`src/rtl/cpu_pkg.sv`:
```
// Shared CPU definitions: instruction-memory geometry, word width and the
// program-loader state encoding.
package cpu_pkg;

  localparam int unsigned IMEM_DEPTH = 16;
  localparam int unsigned IMEM_AW    = 4;
  localparam int unsigned WORD_W     = 8;

  typedef enum logic [2:0] {
    ST_IDLE,
    ST_LEN,
    ST_LOAD,
    ST_CSUM,
    ST_DONE,
    ST_ERR
  } loader_state_e;

endpackage

```
`src/rtl/prog_loader_csum.sv`:
```
// Running XOR over the data bytes of a load session; cleared when a session
// starts and updated on every accepted data byte.
module prog_loader_csum
  import cpu_pkg::*;
(
  input  logic              clk,
  input  logic              rst,
  input  logic              clear,
  input  logic              update,
  input  logic [WORD_W-1:0] data,
  output logic [WORD_W-1:0] csum
);

  logic [WORD_W-1:0] csum_q, csum_d;

  always_comb begin
    csum_d = csum_q;
    if (clear) begin
      csum_d = '0;
    end else if (update) begin
      csum_d = csum_q ^ data;
    end
  end

  always_ff @(posedge clk) begin
    if (rst) begin
      csum_q <= '0;
    end else begin
      csum_q <= csum_d;
    end
  end

  assign csum = csum_q;

endmodule

```
`src/rtl/prog_loader.sv`:
```
// Program loader: streams a length-prefixed program into instruction memory
// while holding the CPU. Define PROG_LOADER_CSUM_EN to require a trailing XOR checksum byte.
module prog_loader
  import cpu_pkg::*;
(
  input  logic              clk,
  input  logic              rst,
  input  logic              start,
  input  logic              byte_valid,
  input  logic [WORD_W-1:0] byte_data,
  output logic              byte_ready,
  output logic              mem_we,
  output logic [WORD_W-1:0] mem_addr,
  output logic [WORD_W-1:0] mem_wdata,
  output logic              cpu_hold,
  output logic              done,
  output logic              error
);

  loader_state_e     state_q, state_d;
  logic [4:0]        count_q, count_d;
  logic [4:0]        len_q, len_d;
  logic              byte_ready_q, byte_ready_d;
  logic              mem_we_q, mem_we_d;
  logic [WORD_W-1:0] mem_addr_q, mem_addr_d;
  logic [WORD_W-1:0] mem_wdata_q, mem_wdata_d;
  logic              cpu_hold_q, cpu_hold_d;
  logic              done_q, done_d;
  logic              error_q, error_d;
  logic              accept;

`ifdef PROG_LOADER_CSUM_EN
  logic              csum_clear;
  logic              csum_update;
  logic [WORD_W-1:0] csum;

  prog_loader_csum u_csum (
    .clk    (clk),
    .rst    (rst),
    .clear  (csum_clear),
    .update (csum_update),
    .data   (byte_data),
    .csum   (csum)
  );
`endif

  assign accept = byte_valid & byte_ready_q;

  always_comb begin
    state_d     = state_q;
    count_d     = count_q;
    len_d       = len_q;
    mem_we_d    = 1'b0;
    mem_addr_d  = mem_addr_q;
    mem_wdata_d = mem_wdata_q;
`ifdef PROG_LOADER_CSUM_EN
    csum_clear  = 1'b0;
    csum_update = 1'b0;
`endif

    case (state_q)
      ST_IDLE, ST_DONE, ST_ERR: begin
        if (start) begin
          state_d = ST_LEN;
`ifdef PROG_LOADER_CSUM_EN
          csum_clear = 1'b1;
`endif
        end
      end
      ST_LEN: begin
        if (accept) begin
          if (byte_data != '0 && byte_data <= WORD_W'(IMEM_DEPTH)) begin
            state_d = ST_LOAD;
            count_d = '0;
            len_d   = byte_data[4:0];
          end else begin
            state_d = ST_ERR;
          end
        end
      end
      ST_LOAD: begin
        if (accept) begin
          mem_we_d    = 1'b1;
          mem_addr_d  = {{(WORD_W-IMEM_AW){1'b0}}, count_q[IMEM_AW-1:0]};
          mem_wdata_d = byte_data;
          count_d     = count_q + 5'd1;
`ifdef PROG_LOADER_CSUM_EN
          csum_update = 1'b1;
          if (count_d == len_q) state_d = ST_CSUM;
`else
          if (count_d == len_q) state_d = ST_DONE;
`endif
        end
      end
`ifdef PROG_LOADER_CSUM_EN
      ST_CSUM: begin
        if (accept) begin
          state_d = (byte_data == csum) ? ST_DONE : ST_ERR;
        end
      end
`endif
      default: state_d = ST_IDLE;
    endcase

    // Outputs are registered, so they are decoded from the state being entered.
    byte_ready_d = state_d inside {ST_LEN, ST_LOAD, ST_CSUM};
    cpu_hold_d   = state_d inside {ST_LEN, ST_LOAD, ST_CSUM, ST_ERR};
    done_d       = (state_d == ST_DONE);
    error_d      = (state_d == ST_ERR);
  end

  always_ff @(posedge clk) begin
    if (rst) begin
      state_q      <= ST_IDLE;
      count_q      <= '0;
      len_q        <= '0;
      byte_ready_q <= 1'b0;
      mem_we_q     <= 1'b0;
      mem_addr_q   <= '0;
      mem_wdata_q  <= '0;
      cpu_hold_q   <= 1'b0;
      done_q       <= 1'b0;
      error_q      <= 1'b0;
    end else begin
      state_q      <= state_d;
      count_q      <= count_d;
      len_q        <= len_d;
      byte_ready_q <= byte_ready_d;
      mem_we_q     <= mem_we_d;
      mem_addr_q   <= mem_addr_d;
      mem_wdata_q  <= mem_wdata_d;
      cpu_hold_q   <= cpu_hold_d;
      done_q       <= done_d;
      error_q      <= error_d;
    end
  end

  assign byte_ready = byte_ready_q;
  assign mem_we     = mem_we_q;
  assign mem_addr   = mem_addr_q;
  assign mem_wdata  = mem_wdata_q;
  assign cpu_hold   = cpu_hold_q;
  assign done       = done_q;
  assign error      = error_q;

endmodule

```
`config.mk`:
```
export PLATFORM = sky130hd
export DESIGN_NAME = prog_loader
export DESIGN_NICKNAME = d
export VERILOG_FILES = /design/src/rtl/cpu_pkg.sv /design/src/rtl/prog_loader_csum.sv /design/src/rtl/prog_loader.sv
export SDC_FILE = /design/constraint.sdc
export NUM_CORES = 1
export LEC_CHECK = 0
export BUFFER_PORTS_ARGS = -buffer_cell sky130_fd_sc_hd__buf_2
export CORE_MARGIN = 8
export CORE_UTILIZATION = 55
export CTS_CLUSTER_SIZE = 14
export DETAILED_ROUTE_END_ITERATION = 12
export HOLD_SLACK_MARGIN = 0.05
export PLACE_DENSITY = 0.83
export SYNTH_ARGS = -nofsm -noshare
export SYNTH_HDL_FRONTEND = slang
export SYNTH_SLANG_ARGS = --single-unit
```
`constraint.sdc`:
```
create_clock -name clk -period 5.8 [get_ports clk]
set_input_delay 0 -clock clk [delete_from_list [all_inputs] [get_ports clk]]
set_output_delay 0 -clock clk [all_outputs]
set_load 0.03 [all_outputs]
```
==> out/results.txt <==
The run finished with clean final reports. The longest clock path from root to sink contains 2 buffers. The die covers 4250 um2. The run gives 0.986 as the global placer's final weighted congestion. The quantity of hold-fixing buffers added after cts was 9; the largest net degree at the start of global routing was 29. After synthesis, the share of flip-flops with an asynchronous set or reset is 0%.

The slowest cell on the critical path was nor2_1. The worst setup path is launched from a flip-flop. Among all flip-flop cells after synthesis, the most frequent one is dfxtp_1. The number of instances in the synthesized netlist is 156. Of the synthesized area, sequential elements account for 45.2%. The number of cells on the worst reg-to-reg path is 5. By area the synthesized netlist is led by dfxtp_1 (45%), nand2_1 (7.9%), a21oi_1 (6.4%). The worst pin sits at a relative slew slack of 34.0%.

In this run the power density over the cells is 231 nW/um2. The run gives 0 as the number of buffers inserted by post-CTS setup repair. In this design, the stage delay of the slowest critical-path cell is 0.77 ns.

CTS root buffer: clkbuf_4. The number of global-route vias before repair is 1249, and the post-synthesis simple-gate area fraction is 27.2%. In the routed design, unresolved DRC markers number 0. Dividing the synthesized area by the synthesized cell count gives 8.53 um2. Endpoint required time on the critical path: 6.05 ns. The tools report the kind of capture point of the worst setup path as a flip-flop.

After synthesis, the share of cell area in mux cells is 3.76%. In the routed layout, each cell is associated on average with a via count of 5.58. The routed wire length was 3270 um; the total track usage was 16.5%. Walking the worst path, the cells encountered are nand2b_1, or2_2, nor2_1, a221oi_1, and2_1.

The number of placed instances, taps included, is 205. The worst setup path is of the reg2reg kind. The register bit count reported by yosys came out at 30. By count the netlist is led by dfxtp_1 (30), nand2_1 (28), a21oi_1 (17). Clock tree synthesis inserted a total of 5 buffers. The run gives 446 MHz as the maximum clock frequency. The fraction of layout cells with a size suffix above 1 is 20.8%, and the placeable core area is 2390 um2.

Cells fill 67.4% of the core in the end. The number of max-capacitance violations reported is 0, and the area share of the leading cell type in the synthesized netlist is 45.2%. VDD sags by at most 0.220 mV.

The logs give 1580 um for the sum of met2 wire segment lengths after detailed routing and 0.703 nW for the static leakage power. The logs give 18 for the number of placement rows and 42 for the DRC marker count from the first detailed-route iteration. Of the available clock period, the critical path in the final layout requires 38.6%. At the worst endpoint, the arrival time is 2.49 ns. The number of hold violations in the final report was 0.

The detailed router used layers up to and including met4. After clock tree synthesis, the repair step resized 0 gates. The via count came out at 1239. The number of antenna violations at the first check in global routing is 0, and the post-place setup slack is 3.61 ns. Post-synthesis compound-gate area fraction: 13.9%. Of all cell types, the one taking the most synthesized area is dfxtp_1. The die is 65.2 um tall. The width of the chip is 65.2 um.

The final sum of negative setup slack came out at 0 ns. Power after layout: 0.372 mW. Along the worst path, the maximum fanout reaches 15. The first global-routing pass estimated 5600 um of wire.

The detail route stage leaves a number of antenna-violating nets equal to 0. Summing every instance area after synthesis gives 1330 um2. Overflow left after global routing: 0. The layout-stage area growth over the synthesis result was 21.0%. The filler cells instantiated in the layout total 214. For the setup slack of the critical path after layout, the log shows 3.56 ns.

In the post-synthesis netlist, the cell with the most instances is dfxtp_1. After Yosys synthesis, XOR and XNOR cells account for 3.95% of the synthesized area. Setup violations remaining at the end of the flow were counted as 0. The number of I/O pins was 33; the largest clock skew in the final design was 0.0131 ns.

The worst hold path belongs to the class in2reg. The tools report the final max-slew violation count as 0. Input and output buffers added on the ports amount to 28. The transition at the pin with the smallest max-transition slack was 0.986 ns. CTS sink count: 30. Setup repair after global routing left no endpoint under its margin.

For this configuration, the core starts out at a cell density of 55.7%. The first detailed-routing pass ran for 4 iterations. In the final routing, the length of wire on met1 measures 1440 um. The total half-perimeter wirelength after legalization and detailed placement was 2270 um; the count of nets after finishing was 204. The number of enable-type register cells in the synthesized netlist works out to 0.

The Yosys step of the flow raised 0 warnings. The clock latency of the later-clocked register in the worst-skew pair was 0.34 ns. Dominant combinational cell family by area after synthesis: simple AND/OR/NAND/NOR gates. The tools report the flop-to-flop setup slack as 3.56 ns. Subtracting the final worst setup slack from the clock period gives 2.24 ns. Dividing the detail-routed wire length by the instance count gives 14.7 um. After clock tree synthesis, the clock-pin slew on the worst setup and hold paths is 0.10 ns. After detailed routing, the met3 layer carries 194 um of wire. TritonCTS built the clock tree.

0 antenna diodes ended up in the layout. The non-filler instance count after layout is 222, and the fraction of the mapped netlist area in adder cells is 0.941%. Worst hold path cell count: 2.

The H-tree level count is 2, and the count of different cell masters after synthesis is 39.
through the flow:
stage               area [um2]  hold WS, ns
floorplan                 1340        0.136
global placement          1460        0.253
detailed placement        1460        0.263
CTS                       1610       0.0769
global route              1610        0.111
finish                    1610       0.0898
where the power goes:
part	switching (mW)	internal [mW]	total, mW
sequential	0.00182	0.208	0.210
clock	0.0753	0.0581	0.133
combinational	0.0179	0.0113	0.0292
total	0.0951	0.277	0.372
final timing paths:
| kind | startpoint | to |
|---|---|---|
| setup reg to reg | state_q[0]$_SDFF_PP0_ | byte_ready$_SDFF_PP0_ |
| hold reg to reg | mem_wdata[5]$_SDFFE_PP0P_ | mem_wdata[5]$_SDFFE_PP0P_ |
| hold / removal | rst | count_q[1]$_SDFFE_PP0P_ |
| setup / recovery | state_q[0]$_SDFF_PP0_ | byte_ready$_SDFF_PP0_ |
registers in the layout, summed over array words and instances, names as in the netlist:
| register | flops |
|---|---|
| mem_wdata | 8 |
| count_q | 5 |
| len_q | 5 |
| mem_addr | 4 |
| state_q | 3 |
| byte_ready | 1 |
| cpu_hold | 1 |
| done | 1 |
| error | 1 |
| mem_we | 1 |
layout make-up:
cell class	instances	area (um2)	share of cell area, %
multi-input combinational	117	677	42.1
sequential	30	601	37.3
timing repair buffer	37	230	14.3
clock buffer	6	51.3	3.19
tap	30	37.5	2.33
clock inverter	2	12.5	0.778
worst max-delay path, delay by kind of cell (launching register included):
family | cells | cell delay [ns]
AND/OR/NAND/NOR | 4 | 1.53
AO/OA/AOI/OAI | 1 | 0.26
flip-flops | 1 | 0.36
routing by layer:
metal  global-route usage [%]  vias up
met5                        0        -
met4                     7.90        0
met3                     6.80        5
met2                     26.8       39
met1                     18.2      589
li1                         -      606
cell families after synthesis:
| group | Yosys count |
|---|---|
| fa+ha+maj | 1 |
| flops | 30 |
| compound gates | 30 |
| buf+inv | 12 |
| xor+xnor | 6 |
| simple gates | 71 |
| mux | 5 |
| other cells | 1 |
placed cells by master, fill, tap and decap left out, types with 2 or more instances in the layout:
cell type       n
o21ai_0         2
nor3b_1         2
nor3_1          5
nand2_1        28
nor2_1         11
buf_2          28
mux2i_1         5
a21oi_1        17
nor2b_1         3
dlygate4sd3_1   9
nand3b_1        2
and2b_1         2
xor2_1          2
a221oi_1        2
nand3_1         7
dfxtp_1        30
conb_1          4
a31oi_1         4
clkbuf_4        5
xnor2_1         4
No activity file was read; power rests on OpenSTA's default activity.
